**src/rtl/ace_tape_loader.sv**
```systemverilog
// ace_tape_loader
//   Expands a .ACE snapshot byte stream from the HPS download channel into
//   RAM writes for the ace core. Literal bytes are written straight through;
//   the escape sequence ED n v writes byte v n times, and ED 00 marks the
//   end of the stream and holds the channel for HOLD_CYCLES cycles.
//
//   Handshake: in_wr is a one-cycle byte strobe. It is accepted only when
//   in_wait is low and the loader is not idle; strobes while in_wait is high
//   or in IDLE are dropped with no state change. in_wait is registered, so
//   the source sees back-pressure from the cycle after the byte that
//   caused it.
//
//   Optional feature: define ACE_LOADER_CSUM_EN to add the csum output
//   (XOR of all bytes written since the last download start).
//
//   dbg_state exposes the FSM state encoding for observation.
module ace_tape_loader #(
  parameter logic [15:0] BASE_ADDR   = 16'h2000,
  parameter int          HOLD_CYCLES = 3000000,
  parameter int          HOLD_W      = 22
) (
  input  logic        clk_sys,
  input  logic        reset,
  input  logic        dl_active,
  input  logic        in_wr,
  input  logic [7:0]  in_data,
  output logic        in_wait,
  output logic        core_reset,
  output logic        mem_en,
  output logic        mem_wr,
  output logic [15:0] mem_addr,
  output logic [7:0]  mem_data,
  output logic        done,
  output logic [2:0]  dbg_state
`ifdef ACE_LOADER_CSUM_EN
  ,
  output logic [7:0]  csum
`endif
);

  typedef enum logic [2:0] {
    S_IDLE = 3'd0,
    S_LIT  = 3'd1,
    S_ESC  = 3'd2,
    S_VAL  = 3'd3,
    S_RUN  = 3'd4,
    S_HOLD = 3'd5
  } state_t;

  localparam logic [7:0]        ESC_BYTE  = 8'hED;
  localparam logic [HOLD_W-1:0] HOLD_LAST = HOLD_W'(HOLD_CYCLES - 1);

  state_t            state_q, state_d;
  logic              dl_q;
  logic              core_reset_q, core_reset_d;
  logic              mem_en_q, mem_en_d;
  logic              mem_wr_q, mem_wr_d;
  logic [15:0]       mem_addr_q, mem_addr_d;
  logic [7:0]        mem_data_q, mem_data_d;
  logic              in_wait_q, in_wait_d;
  logic              done_q, done_d;
  logic [7:0]        cnt_q, cnt_d;
  logic [HOLD_W-1:0] hold_q, hold_d;
`ifdef ACE_LOADER_CSUM_EN
  logic [7:0]        csum_q, csum_d;
`endif

  logic dl_rise;
  logic dl_fall;
  logic accept;

  assign dl_rise = dl_active & ~dl_q;
  assign dl_fall = ~dl_active & dl_q;
  assign accept  = in_wr & ~in_wait_q & (state_q != S_IDLE);

  // Next-state and output decode; download edges override the stream decoder.
  always_comb begin
    state_d      = state_q;
    core_reset_d = 1'b0;
    mem_en_d     = mem_en_q;
    mem_wr_d     = 1'b0;
    mem_addr_d   = mem_wr_q ? (mem_addr_q + 16'd1) : mem_addr_q;
    mem_data_d   = mem_data_q;
    in_wait_d    = in_wait_q;
    done_d       = done_q;
    cnt_d        = cnt_q;
    hold_d       = hold_q;
`ifdef ACE_LOADER_CSUM_EN
    csum_d       = mem_wr_q ? (csum_q ^ mem_data_q) : csum_q;
`endif

    if (dl_rise) begin
      core_reset_d = 1'b1;
      mem_addr_d   = BASE_ADDR;
      done_d       = 1'b0;
      in_wait_d    = 1'b0;
      cnt_d        = 8'd0;
      hold_d       = '0;
      state_d      = S_LIT;
`ifdef ACE_LOADER_CSUM_EN
      csum_d       = 8'd0;
`endif
    end else if (dl_fall) begin
      // Any partially decoded escape or run is abandoned here.
      mem_en_d  = 1'b0;
      in_wait_d = 1'b0;
      cnt_d     = 8'd0;
      hold_d    = '0;
      state_d   = S_IDLE;
    end else begin
      if (accept) begin
        mem_en_d = 1'b1;
      end
      case (state_q)
        S_LIT: begin
          if (accept) begin
            if (in_data == ESC_BYTE) begin
              state_d = S_ESC;
            end else begin
              mem_wr_d   = 1'b1;
              mem_data_d = in_data;
            end
          end
        end
        S_ESC: begin
          if (accept) begin
            if (in_data == 8'd0) begin
              in_wait_d = 1'b1;
              hold_d    = '0;
              state_d   = S_HOLD;
            end else begin
              cnt_d   = in_data;
              state_d = S_VAL;
            end
          end
        end
        S_VAL: begin
          // First run write is issued here; cnt then holds the writes left.
          if (accept) begin
            mem_data_d = in_data;
            mem_wr_d   = 1'b1;
            in_wait_d  = 1'b1;
            cnt_d      = cnt_q - 8'd1;
            state_d    = S_RUN;
          end
        end
        S_RUN: begin
          if (cnt_q != 8'd0) begin
            mem_wr_d = 1'b1;
            cnt_d    = cnt_q - 8'd1;
          end else begin
            in_wait_d = 1'b0;
            state_d   = S_LIT;
          end
        end
        S_HOLD: begin
          if (hold_q == HOLD_LAST) begin
            in_wait_d = 1'b0;
            done_d    = 1'b1;
            hold_d    = '0;
            state_d   = S_IDLE;
          end else begin
            hold_d = hold_q + 1'b1;
          end
        end
        default: begin
          state_d = state_q;
        end
      endcase
    end
  end

  // State and output registers with synchronous reset.
  always_ff @(posedge clk_sys) begin
    if (reset) begin
      state_q      <= S_IDLE;
      dl_q         <= 1'b0;
      core_reset_q <= 1'b0;
      mem_en_q     <= 1'b0;
      mem_wr_q     <= 1'b0;
      mem_addr_q   <= BASE_ADDR;
      mem_data_q   <= 8'd0;
      in_wait_q    <= 1'b0;
      done_q       <= 1'b0;
      cnt_q        <= 8'd0;
      hold_q       <= '0;
`ifdef ACE_LOADER_CSUM_EN
      csum_q       <= 8'd0;
`endif
    end else begin
      state_q      <= state_d;
      dl_q         <= dl_active;
      core_reset_q <= core_reset_d;
      mem_en_q     <= mem_en_d;
      mem_wr_q     <= mem_wr_d;
      mem_addr_q   <= mem_addr_d;
      mem_data_q   <= mem_data_d;
      in_wait_q    <= in_wait_d;
      done_q       <= done_d;
      cnt_q        <= cnt_d;
      hold_q       <= hold_d;
`ifdef ACE_LOADER_CSUM_EN
      csum_q       <= csum_d;
`endif
    end
  end

  assign in_wait    = in_wait_q;
  assign core_reset = core_reset_q;
  assign mem_en     = mem_en_q;
  assign mem_wr     = mem_wr_q;
  assign mem_addr   = mem_addr_q;
  assign mem_data   = mem_data_q;
  assign done       = done_q;
  assign dbg_state  = state_q;
`ifdef ACE_LOADER_CSUM_EN
  assign csum       = csum_q;
`endif

endmodule

```
**config.mk**
```make
export PLATFORM = sky130hd
export DESIGN_NAME = ace_tape_loader
export DESIGN_NICKNAME = d
export VERILOG_FILES = /design/src/rtl/ace_tape_loader.sv
export SDC_FILE = /design/constraint.sdc
export NUM_CORES = 1
export LEC_CHECK = 0
export BUFFER_PORTS_ARGS = -buffer_cell sky130_fd_sc_hd__buf_2
export CORE_UTILIZATION = 50
export DETAILED_ROUTE_END_ITERATION = 8
export GPL_ROUTABILITY_DRIVEN = 0
export PLACE_DENSITY = 0.8
export SYNTH_ARGS = -nofsm -noshare
export SYNTH_HDL_FRONTEND = slang
export SYNTH_SLANG_ARGS = --single-unit
```
**constraint.sdc**
```tcl
create_clock -name clk_sys -period 6.6 [get_ports clk_sys]
set_input_delay 1.32 -clock clk_sys [delete_from_list [all_inputs] [get_ports clk_sys]]
set_output_delay 1.32 -clock clk_sys [all_outputs]
set_load 0.05 [all_outputs]
```
==> summary.md <==
| Metric | Value |
|---|---|
| Status | `finished clean` |
| Critical Path AT | `approximately 3700 ps` |
| Worst Tran Pin Value | `between 1000 and 1500 ps` |
| Cts bufs inserted | `9` |
| CP Max Fanout | `12` |
| DRC | `0` |
| Root buf cell | `clkbuf_8` |
| Final min period | `approximately 3400 ps` |
| Synth warn | `0` |
| Vias in the first global route | `about 2600` |
| Number of synthesized flops with an enable pin | `0` |
| Post-route cell area | `3650 sq um` |
| Slew headroom | `a little under a third` |
| Worst skew pair latency | `~340 ps` |
| Gr ovfl total | `0` |
| Unrepaired setup endpoints after global routing | `false` |
| Post-synth top area cell | `dfxtp_1` |
| Port Buffer Count | `43` |
| Crit. End Element | `flop` |
| # H-tree levels | `3` |
| Post-CTS Setup Bufs | `0` |
| Final Cycle Share | `between 50% and 60%` |
| Total track usage | `between 20% and 30%` |
| GR Util met3 | `slightly above 4%` |
| Area Overhead vs Synth | `14.4%` |
| Nets | `approximately 430` |
| Ranking of synthesized cells by area | `dfxtp_1 40%, nor2_1 5.9%, xor2_1 4.9%` |
| DRT Pass-1 Iters | `6` |
| Layout cells sized above 1 | `16.7%` |
| Lkg Pwr | `roughly 1.4 nW` |
| Mapped Area | `3190 sq um` |
| M2 GR Usage | `a little over a third` |
| Register area share after synthesis | `approximately two fifths` |
| Row cnt | `28` |
| Initial antenna violation count | `0` |
| Reg clk slew, reported paths | `about 70 ps` |
| Max-cap violations | `0` |
| Setup CP Type | `input port to flop` |
| Syn_nets | `around 390` |
| Max clock buf depth | `2` |
| Post-Synthesis Cells | `around 370` |
| Initial Util | `~53%` |
| Pin count of the biggest net entering global routing | `19` |
| First-pass GRT wire length | `11700 um` |
| Worst hold margin | `around 470 ps` |
| Vias per cell | `around 6` |
| Syn avg cell area | `roughly 8.5 sq um` |
| Clock Sink Count | `63` |
| Die Area | `~6700 sq um` |
| Die Wd | `81.8 um` |
| CP Launch Type | `input port` |
| Hold Buf Count CTS | `0` |
| Worst IR Drop VDD | `124 uV` |
| Synth cell types | `57` |
| TritonCTS clock tree | `done` |
| Antenna Nets Post-Route | `0` |
| Fin Setup TNS | `0 ps` |
| #FFs+latches synth | `63` |
| Power after layout | `roughly 0.78 mW` |
| Core Region | `6030 sq um` |
| Hold Path Class | `flop to flop` |
| Detailed Route WL | `around 7300 um` |
| Endpoints failing hold | `0` |
| Yosys top cell area share | `between 30% and 40%` |
| Via count | `roughly 3000` |
| Antenna diodes | `0` |
| Fmax | `between 0.2 and 0.3 GHz` |
| FFs w/ async S/R, synth | `0%` |
| CP Data Required Time | `6830 ps` |
| WL/cell | `14.7 um` |
| Final setup viols | `0` |
| Busiest layer in global routing | `met2` |
| Final HPWL DP | `between 5000 and 6000 um` |
| Worst setup skew after layout | `roughly 5.4 ps` |
| # resized after CTS | `0` |
| Most frequent cell after synthesis | `dfxtp_1` |
| Die height | `a little over 80 um` |
| Power density over the cells | `approximately 210 nW/um^2` |
| Met1 Usage GRT | `29.5%` |
| Post-synth top cells | `63 x dfxtp_1, 50 x nor2_1, 25 x a21oi_1` |
| Initial drt markers | `171` |
| Slew Viols, Final | `0` |
| Top_reg_cell synth | `dfxtp_1` |
| Dpl cell area | `roughly 3400 sq um` |
| # IOs | `44` |
kinds of logic after synthesis:
logic type                 synth area share (%)
and+or+nand+nor                            26.1
AOI/OAI and AO/OA                          18.6
buffers and inverters                      3.38
xor gates and xnor gates                   6.05
muxes                                      3.46
adders and majority gates                  2.75
DFF                                        39.6
sequential cells by signal, indices dropped and copies added (netlist names):
name	cells
done	1
cnt_q	8
dl_q	1
mem_wr	1
mem_data	8
mem_en	1
core_reset	1
in_wait	1
hold_q	22
mem_addr	16
dbg_state	3
where the power goes:
group	total, mW	switching [mW]	internal (mW)
clock network	0.349	0.145	0.204
logic	0.0447	0.0317	0.0131
registers	0.386	0.00282	0.383
worst max-delay path, stage by stage:
cell     delay, ps
buf_2          120
nor4_1         500
and4b_1        510
nor2_1         180
o21ai_1        670
buf_4          310
nor2_1          70
cell type report:
type	count	area [sq um]
Sequential cell	63	1260
Multi-Input combinational cell	284	1820
Tap cell	75	93.8
Fill cell	533	2380
Clock buffer	13	169
Inverter	11	41.3
Clock inverter	3	40.0
Timing Repair Buffer	44	223
metrics by stage:
step | worst slack [ps] | cells | utilization [%]
CTS | 3210 | 493 | 60.5
floorplan | 3580 | 374 | -
global route | 2980 | 493 | 60.5
finish | 3150 | 493 | 60.5
global placement | 2990 | 477 | 57.0
detailed placement | 2870 | 477 | 57.0
per-layer routing:
layer  vias to the layer above  part of all wire, %
li1                       1459                    -
met1                      1411                   46
met2                       115                   46
met3                        14                  5.7
met4                         0                  1.4
met5                         -                    0
cell usage in the layout (no fill, tap or decap), types with 2 or more instances in the layout:
cell type,instances
o221a_2,2
clkinv_2,2
dfxtp_1,63
o31a_1,2
or3_2,2
o31ai_1,11
o2111ai_1,3
mux2i_1,11
nor2_1,50
or3_1,11
nor4_1,4
a31oi_1,2
or4_1,6
nand3_1,12
buf_2,43
a211o_1,2
nand4_1,12
a21oi_1,25
o21ai_0,13
nor3_1,8
clkbuf_8,12
o22ai_1,5
xnor2_1,4
a21o_1,2
inv_1,11
ha_1,7
a211oi_1,4
nor2b_1,4
o211ai_1,7
nand3b_1,3
and3_1,4
and4_1,2
nor3b_1,4
nand2_1,22
xor2_1,18
worst paths after layout:
path                                    from   endpoint  slack (ps)  cells after the start
worst min-delay path                cnt_q[1]   cnt_q[1]         470                      2
worst max register to register  dbg_state[1]  hold_q[2]        3870                      6
worst min register to register      cnt_q[1]   cnt_q[1]         470                      2
worst max-delay path              in_data[0]  hold_q[2]        3150                      7
Power figures use the tool's default switching activity.
